**src/rtl/psg_multi_cpu_interface.sv**
```systemverilog
// CPU write port for one or more SN76489-compatible PSG register banks.
// Decodes the latch/data byte protocol and keeps one latched-register pointer
// per bank. It holds `ready` low for WAIT_CYCLES cycles for each accepted write.
//
// Optional feature macro: PSG_STEREO_EN. It adds the Game Gear stereo pan
// register per bank, written when stereoSel = 1.
//
// Ports:
//   clock        - system clock, rising edge
//   nReset       - asynchronous active-low reset
//   d            - CPU data byte
//   sel          - target bank index (a value >= NUM_PSG runs the handshake only)
//   nCE, nWE     - active-low chip enable / write enable
//   ready        - high when a new write may start
//   freq         - 10-bit tone periods, bank b channel c at [(b*3+c)*10 +: 10]
//   att          - 4-bit attenuations, bank b at [b*16 +: 16] (tone0..2, noise)
//   noiseControl - per bank {FB, NF[1:0]}
//   noiseReset   - one-cycle pulse per bank after a noise-control write
//   stereoSel    - (PSG_STEREO_EN) route the write to the pan register
//   stereo       - (PSG_STEREO_EN) per-bank 8-bit pan register
module psg_multi_cpu_interface #(
  parameter int unsigned NUM_PSG     = 1,
  parameter int unsigned WAIT_CYCLES = 32,
  localparam int unsigned SEL_W      = (NUM_PSG > 1) ? $clog2(NUM_PSG) : 1
) (
  input  logic                   clock,
  input  logic                   nReset,
  input  logic [7:0]             d,
  input  logic [SEL_W-1:0]       sel,
  input  logic                   nCE,
  input  logic                   nWE,
  output logic                   ready,
  output logic [NUM_PSG*30-1:0]  freq,
  output logic [NUM_PSG*16-1:0]  att,
  output logic [NUM_PSG*3-1:0]   noiseControl,
  output logic [NUM_PSG-1:0]     noiseReset
`ifdef PSG_STEREO_EN
  ,
  input  logic                   stereoSel,
  output logic [NUM_PSG*8-1:0]   stereo
`endif
);

  localparam int unsigned CNT_W = $clog2(WAIT_CYCLES);

  typedef enum logic [1:0] {IDLE, PREPARE, WAIT, FINISH} state_t;

  typedef struct packed {
    logic [1:0] ch;
    logic       typ;
  } ptr_t;

  state_t           state, state_nx;
  logic             commit_c, capture_c;
  logic [CNT_W-1:0] cnt;
  logic [7:0]       d_q;
  logic [SEL_W-1:0] sel_q;
  ptr_t             ptr_sel, eff;

  ptr_t             ptr     [NUM_PSG];
  logic [9:0]       freq_r  [NUM_PSG][3];
  logic [3:0]       att_r   [NUM_PSG][4];
  logic [2:0]       nc_r    [NUM_PSG];
  logic [NUM_PSG-1:0] noise_rst;

`ifdef PSG_STEREO_EN
  logic             stereo_q;
  logic [7:0]       stereo_r [NUM_PSG];
`endif

  // State register, wait counter and registered ready
  always_ff @(posedge clock or negedge nReset) begin
    if (!nReset) begin
      state <= IDLE;
      cnt   <= '0;
      ready <= 1'b1;
    end else begin
      state <= state_nx;
      ready <= (state_nx == IDLE) || (state_nx == FINISH);
      if (state == PREPARE)   cnt <= '0;
      else if (state == WAIT) cnt <= cnt + CNT_W'(1);
    end
  end

  // Handshake next-state logic; commit happens on the last WAIT edge
  always_comb begin
    state_nx  = state;
    commit_c  = 1'b0;
    capture_c = 1'b0;
    case (state)
      IDLE:    if (!nCE) state_nx = PREPARE;
      PREPARE: begin
        if (!nCE && !nWE) begin
          state_nx  = WAIT;
          capture_c = 1'b1;
        end else begin
          state_nx = IDLE;
        end
      end
      WAIT: begin
        if (cnt == CNT_W'(WAIT_CYCLES - 2)) begin
          state_nx = FINISH;
          commit_c = 1'b1;
        end
      end
      FINISH:  if (nCE && nWE) state_nx = IDLE;
      default: state_nx = IDLE;
    endcase
  end

  // Captured write
  always_ff @(posedge clock or negedge nReset) begin
    if (!nReset) begin
      d_q   <= '0;
      sel_q <= '0;
`ifdef PSG_STEREO_EN
      stereo_q <= 1'b0;
`endif
    end else if (capture_c) begin
      d_q   <= d;
      sel_q <= sel;
`ifdef PSG_STEREO_EN
      stereo_q <= stereoSel;
`endif
    end
  end

  // Effective register target: a latch byte names it, a data byte reuses the pointer
  always_comb begin
    ptr_sel = '0;
    for (int b = 0; b < NUM_PSG; b++)
      if (sel_q == SEL_W'(b)) ptr_sel = ptr[b];
    eff = ptr_sel;
    if (d_q[7]) begin
      eff.ch  = d_q[6:5];
      eff.typ = d_q[4];
    end
  end

  // Register banks
  always_ff @(posedge clock or negedge nReset) begin
    if (!nReset) begin
      noise_rst <= '0;
      for (int b = 0; b < NUM_PSG; b++) begin
        ptr[b]  <= '0;
        nc_r[b] <= '0;
        for (int c = 0; c < 3; c++) freq_r[b][c] <= '0;
        for (int c = 0; c < 4; c++) att_r[b][c]  <= 4'hF;
`ifdef PSG_STEREO_EN
        stereo_r[b] <= 8'hFF;
`endif
      end
    end else begin
      noise_rst <= '0;
      if (commit_c) begin
        for (int b = 0; b < NUM_PSG; b++) begin
          if (sel_q == SEL_W'(b)) begin
`ifdef PSG_STEREO_EN
            if (stereo_q) begin
              stereo_r[b] <= d_q;
            end else
`endif
            begin
              if (d_q[7]) ptr[b] <= eff;
              if (eff.typ) begin
                att_r[b][eff.ch] <= d_q[3:0];
              end else if (eff.ch == 2'd3) begin
                nc_r[b]      <= d_q[2:0];
                noise_rst[b] <= 1'b1;
              end else begin
                for (int c = 0; c < 3; c++) begin
                  if (eff.ch == 2'(c)) begin
                    if (d_q[7]) freq_r[b][c][3:0] <= d_q[3:0];
                    else        freq_r[b][c][9:4] <= d_q[5:0];
                  end
                end
              end
            end
          end
        end
      end
    end
  end

  // Flatten register arrays onto the output buses
  for (genvar b = 0; b < NUM_PSG; b++) begin : g_bank
    for (genvar c = 0; c < 3; c++) begin : g_tone
      assign freq[(b*3+c)*10 +: 10] = freq_r[b][c];
    end
    for (genvar c = 0; c < 4; c++) begin : g_att
      assign att[b*16 + c*4 +: 4] = att_r[b][c];
    end
    assign noiseControl[b*3 +: 3] = nc_r[b];
`ifdef PSG_STEREO_EN
    assign stereo[b*8 +: 8] = stereo_r[b];
`endif
  end

  assign noiseReset = noise_rst;

endmodule
```
**config.mk**
```make
export PLATFORM = sky130hd
export DESIGN_NAME = psg_multi_cpu_interface
export DESIGN_NICKNAME = d
export VERILOG_FILES = /design/src/rtl/psg_multi_cpu_interface.sv
export SDC_FILE = /design/constraint.sdc
export NUM_CORES = 1
export LEC_CHECK = 0
export CAP_MARGIN = 20
export CORE_MARGIN = 1.5
export CORE_UTILIZATION = 51
export CTS_BUF_LIST = sky130_fd_sc_hd__clkbuf_8 sky130_fd_sc_hd__clkbuf_16
export DETAILED_ROUTE_END_ITERATION = 10
export PLACE_DENSITY_LB_ADDON = 0.25
export SYNTH_ARGS = -nofsm -noshare
export SYNTH_HDL_FRONTEND = slang
export SYNTH_SLANG_ARGS = --single-unit
```
**constraint.sdc**
```tcl
create_clock -name clock -period 2.9 [get_ports clock]
set_clock_uncertainty 0.1 [all_clocks]
set_input_delay 0.87 -clock clock [delete_from_list [all_inputs] [get_ports clock]]
set_output_delay 0.87 -clock clock [all_outputs]
set_load 0.03 [all_outputs]
```
==> impl_metrics.ini, run 1 <==
[setup_path]
critPathBufInv = 1
max_stage_delay_ns = 0.67
worstSetupStartpointType = register
crit_family = buffers and inverters
setup.worst_path.class = reg2out
kind_of_end_point_of_the_critical_path = primary output
path_cells = clkdlybuf4s50_1
crit_slowest_cell = clkdlybuf4s50_1
worst-endpoint-required_ns = 1.93
worstPathArrival_ns = 1.55
timing.critical_path.fanout_max = 2

[sta]
layout_worst_path_cycle_share_pct = 86.88
max_slew.worst_pin.slew_ns = 0.6465
final.setup.tns_ns = 0
finalWorstSetupSlack_ns = 0.3806
final_setup_fails = 0
rsz0062_at_grt = no
hold_violations_final = 0
fmax_ghz = 0.3969
layout_min_cycle_time_ns = 2.519
max_slew_margin_pct = 56.90
slew_viol_final = 0

[logic_synthesis]
netlist_top_cells_area = dfrtp_1, mux2_2, dfstp_2
syn-mean-instance-area_um2 = 14.39
ys.flop_type = dfrtp_1
synth_sequential_area_ratio_pct = 57.84
yosysTopAreaCellShare_pct = 43.27
post-synth-top-count-cell = mux2_2
synth_async_sr_flop_share_pct = 100.0
cell_variety_after_synth = 38
post_synthesis_sequential_element_count = 70
synth.net_count = 232
synth-warning-count = 0
syn_inst = 213
synth.cell_area_um2 = 3065
number_of_flops_mapped_to_enable_cells_by_yosys = 0
synth_commonest_cells = mux2_2, dfrtp_1, dfstp_2, nand2_1, o21ai_0
post-synth-top-area-cell = dfrtp_1

[pwr]
power.switching_uw = 815.4
power.internal_mw = 1.835
vdd.ir_drop.worst_mv = 0.4958
share_clk_of_total_power_pct = 33.4
power.switching_fraction_pct = 30.77
comb_power_share_pct = 15.7
power.sequential.fraction_pct = 51.0
total_leakage_power_nw = 1.824
power_density_nw_per_um2 = 662.3

[clock_tree]
tritoncts_clock_tree = built
cts.reportedPaths.clkPinSlew_ns = 0.07
clock-sinks = 70
h-tree-depth = 3
cts_root_buf = clkbuf_8
buffers_from_clock_root_to_sink_at_most = 2
ctsResizeCount = 0
post_cts_setup_driven_buffer_insertion_count = 0
cts-buffers-inserted = 9
clk-insertion-delay-late_ns = 0.34
hold_buffers = 0

[route]
wl_um = 5841
routedWlPerCell_um = 16.14
avgViaCountPerCell = 5.271
detail_route.first_pass.iterations = 4
antenna_violating_nets_post_route = 0
iteration_0_drc_markers = 71
vias = 1908
drc = 0

[floorplanning]
dieWidth_um = 80.53
die_area_um2 = 6485
floorplan.initialDensity_pct = 52.40
design.portCount = 64
floorplan.core_area_um2 = 5851
number_of_cell_rows = 28
floorplan.die.height_um = 80.53

[placed_design]
gpl.final_weighted_congestion = 0.7877
detailed_place_hpwl_um = 4088
io_buffer_count = 63
post-place-ws_ns = 0.5441
detailed_place.area_um2 = 3769

[cells_and_area]
final_layout_size_suffix_gt1_share_pct = 39.37
final_net_count = 301
postLayoutCoreUtil_pct = 68.39
final_design_area_no_fill_um2 = 4001
num_antenna_cells = 0
layout_overhead_on_the_synthesized_area_pct = 30.53

[grt]
number_of_antenna_violations_at_the_first_check_in_global_routing = 0
grt_max_degree = 41
global_route_wire_length_before_repair_um = 9459
grt-ovfl-total = 0
via_count_of_the_first_global_routing_pass = 1875
grt_usage_pct = 19.91

[outcome]
run_status = finished clean

[hold_path]
kind_of_path_behind_the_tightest_hold_check = reg2reg

[job]
maxCapViolations = 0
## area by class of cell
type / instances / area [µm²]
clock buffer: 11 / 151.4
tap: 75 / 93.84
inverter: 7 / 26.28
sequential: 70 / 1773
timing repair buffer: 66 / 648.1
multi-input combinational: 128 / 1227
clock inverter: 5 / 81.33
fill: 420 / 1849
## layer usage
| metal | up-vias | track usage [%] | part of all wire, % |
|---|---|---|---|
| li1 | 897 | - | - |
| met1 | 946 | 26.95 | 47 |
| met2 | 55 | 28.91 | 45 |
| met3 | 10 | 5.909 | 6.5 |
| met4 | 0 | 10.17 | 1.8 |
| met5 | - | 0 | 0 |
## through the flow
| stage | total power, mW | instances | hold slack (ns) |
|---|---|---|---|
| after floorplan | 1.624 | 213 | 0.3595 |
| after global placement | 1.768 | 346 | 0.3868 |
| after detailed placement | 1.783 | 346 | 0.3949 |
| after CTS | 2.675 | 362 | 0.4113 |
| after global routing | 2.786 | 362 | 0.4210 |
| final | 2.650 | 362 | 0.4079 |
## cell families (layout without fill, tap and decap cells)
kind of cell | count (synthesis) | count (layout) | share of synthesized area (%)
adders and majority gates | 6 | 6 | 2.449
AOI/OAI and AO/OA | 18 | 18 | 4.000
buffers and inverters | 15 | 89 | 2.122
xor gates and xnor gates | 1 | 1 | 0.2858
muxes | 62 | 62 | 22.73
and+or+nand+nor | 41 | 41 | 10.57
DFF | 70 | 70 | 57.84
## placed cells by master (no fill, tap or decap), types with 2 or more instances in the layout
cell	n
a21oi_1	2
mux2_2	61
nor3b_1	2
and2_2	2
inv_1	7
nand2_1	8
clkdlybuf4s50_1	62
bufinv_16	2
o21ai_0	8
buf_4	3
nand3_1	5
clkbuf_8	11
nor4_4	2
nand2b_1	3
nand3b_1	3
ha_1	6
nor3_1	2
nor2_1	3
o31ai_1	2
dfstp_2	17
or3b_2	2
dfrtp_1	53
## final timing paths
path,from,end,slack (ns),cells past startpoint
hold / removal,freq[29],freq[29],0.41,1
max in group asynchronous,nReset,att[3],1.84,2
setup reg to reg,state[0],freq[17],0.67,6
setup / recovery,att[4],att[4],0.38,1
hold reg to reg,freq[29],freq[29],0.41,1
min in group asynchronous,nReset,cnt[0],0.45,2
## power by group through the flow
stage,clock [mW],sequential [mW],combinational (mW)
CTS,0.908,1.35,0.418
global route,0.947,1.39,0.452
detailed placement,0,1.37,0.415
finish,0.885,1.35,0.415
global placement,0,1.36,0.403
floorplan,0,1.22,0.409
## registers in the layout (all words and copies together), names as in the netlist
register,count
att,16
cnt,5
sel_q,1
ptr,3
freq,30
noiseControl,3
noiseReset,1
ready,1
state,2
d_q,8
## worst register-to-register path, cell delays in order, from the launching register on
cell and delay (ns):
dfrtp_1 0.40, inv_1 0.11, ha_1 0.21, and4b_2 0.33
nand2_4 0.11, nor4_4 0.47, mux2_2 0.39
Power figures use the tool's default switching activity.
==> run 2: changes to the inputs <==
- CELL_PAD_IN_SITES_DETAIL_PLACEMENT: not set -> 1
- CELL_PAD_IN_SITES_GLOBAL_PLACEMENT: not set -> 2
- CORE_UTILIZATION: 51 -> 35
==> impl_metrics.ini, run 2 (synthesis results as in run 1) <==
[route]
drc = 0
detail_route.wirelength.met1_um = 3139
top_signal_layer_used = met4
avgViaCountPerCell = 4.941
vias = 1937
met2RoutedLength_um = 3110
detail_route.first_pass.iterations = 4
routedWlPerCell_um = 17.19
antenna_violating_nets_post_route = 0
iteration_0_drc_markers = 78
wl_um = 6737
met3WireLength_um = 355

[setup_path]
setup.worst_path.class = reg2out
crit_family = buffers and inverters
crit_slowest_cell = clkdlybuf4s50_1
critPathBufInv = 1
max_stage_delay_ns = 0.67
worstSetupStartpointType = register
path_cells = clkdlybuf4s50_1
kind_of_end_point_of_the_critical_path = primary output
worst-endpoint-required_ns = 1.93
timing.critical_path.fanout_max = 2
worstPathArrival_ns = 1.56

[hold_path]
kind_of_path_behind_the_tightest_hold_check = reg2reg

[sta]
finalWorstSetupSlack_ns = 0.3745
max_slew_margin_pct = 55.91
rsz0062_at_grt = no
fmax_ghz = 0.3960
layout_worst_path_cycle_share_pct = 87.08
layout_min_cycle_time_ns = 2.525
final.setup.tns_ns = 0
max_slew.worst_pin.slew_ns = 0.6613
slew_viol_final = 0
final_setup_fails = 0
hold_violations_final = 0

[cells_and_area]
largest_reg_flops = 30
layout_overhead_on_the_synthesized_area_pct = 29.59
num_antenna_cells = 0
final_cell_mix = clkdlybuf4s50_1, mux2_2, dfrtp_1
multiInputGateArea_um2 = 1227
mostFrequentLayoutCell = clkdlybuf4s50_1
area.sequential_um2 = 1773
final_layout_size_suffix_gt1_share_pct = 39.02
final_net_count = 301
num-fill-cells = 844

[placed_design]
post-place-ws_ns = 0.5614
gpl.final_weighted_congestion = 0.7294
detailed_place_hpwl_um = 4798
io_buffer_count = 63

[grt]
grt-ovfl-total = 0
global_route_wire_length_before_repair_um = 10940
via_count_of_the_first_global_routing_pass = 2050
grt_usage_pct = 16.24
number_of_antenna_violations_at_the_first_check_in_global_routing = 0
grt_max_degree = 42

[clock_tree]
cts_root_buf = clkbuf_8
post_cts_setup_driven_buffer_insertion_count = 0
hold_buffers = 0
cts.reportedPaths.clkPinSlew_ns = 0.07
buffers_from_clock_root_to_sink_at_most = 2
ctsResizeCount = 0
tritoncts_clock_tree = built
h-tree-depth = 3
clock-sinks = 70
cts-buffers-inserted = 9
clk-insertion-delay-late_ns = 0.34

[pwr]
total_leakage_power_nw = 1.794
power_density_nw_per_um2 = 619.2
vdd.ir_drop.worst_mv = 0.2415

[job]
maxCapViolations = 0

[floorplanning]
dieWidth_um = 96.59
floorplan.initialDensity_pct = 36.75
number_of_cell_rows = 33
floorplan.die.height_um = 96.59
design.portCount = 64
floorplan.core_area_um2 = 8341
die_area_um2 = 9329

[outcome]
run_status = finished clean
==> run 2: cell count changes in the layout (fill, tap and decap cells not counted) <==
cell and change:
bufinv_16 -2, clkbuf_8 -2, clkinv_2 +2, clkinvlp_4 +1, inv_1 +1
==> run 2: worst reg2reg max path: stages, from the launching register on <==
cell,delay [ns]
dfrtp_1,0.41
inv_1,0.12
ha_1,0.21
and4b_2,0.34
nand2_4,0.11
nor4_4,0.49
mux2_2,0.40
==> run 2: worst paths after layout <==
check	end	slack, ns	cells after the start	from
min in group asynchronous	state[0]	0.43	2	nReset
max	att[6]	0.37	1	att[6]
min	cnt[3]	0.40	1	cnt[3]
max in group asynchronous	att[8]	1.84	2	nReset
max reg2reg	freq[19]	0.63	6	state[0]
min reg2reg	cnt[3]	0.40	1	cnt[3]
==> run 2: metal layers <==
metal / GRT usage (%) / vias up
li1: - / 900
met5: 0 / -
met4: 7.609 / 0
met1: 20.79 / 975
met2: 25.29 / 52
met3: 4.695 / 10
==> run 2: power by group <==
group	switching [mW]	leakage, nW	total [mW]	internal (mW)
combinational	0.216	0.819	0.430	0.214
sequential	0.269	0.889	1.36	1.09
clock	0.367	0.0862	0.671	0.303
total	0.852	1.79	2.46	1.61
==> run 2: metrics by stage <==
stage | instances | instance area, µm² | power, mW | hold WS [ns] | util, %
2_1_floorplan | 213 | 3065 | 1.624 | 0.3595 | -
3_3_place_gp | 376 | 3806 | 1.798 | 0.3881 | 45.63
3_5_place_dp | 376 | 3806 | 1.825 | 0.3952 | 45.63
4_1_cts | 392 | 3973 | 2.511 | 0.4053 | 47.63
5_1_grt | 392 | 3973 | 2.633 | 0.4363 | 47.63
6_report | 392 | 3973 | 2.460 | 0.3952 | 47.63
==> run 2: layout make-up <==
class                           count  share of cell area, %
Clock buffer                        9                  3.118
Clock inverter                      7                  1.071
Inverter                            7                 0.6614
Multi-Input combinational cell    128                  30.90
Sequential cell                    70                  44.63
Tap cell                          105                  3.307
Timing Repair Buffer               66                  16.31
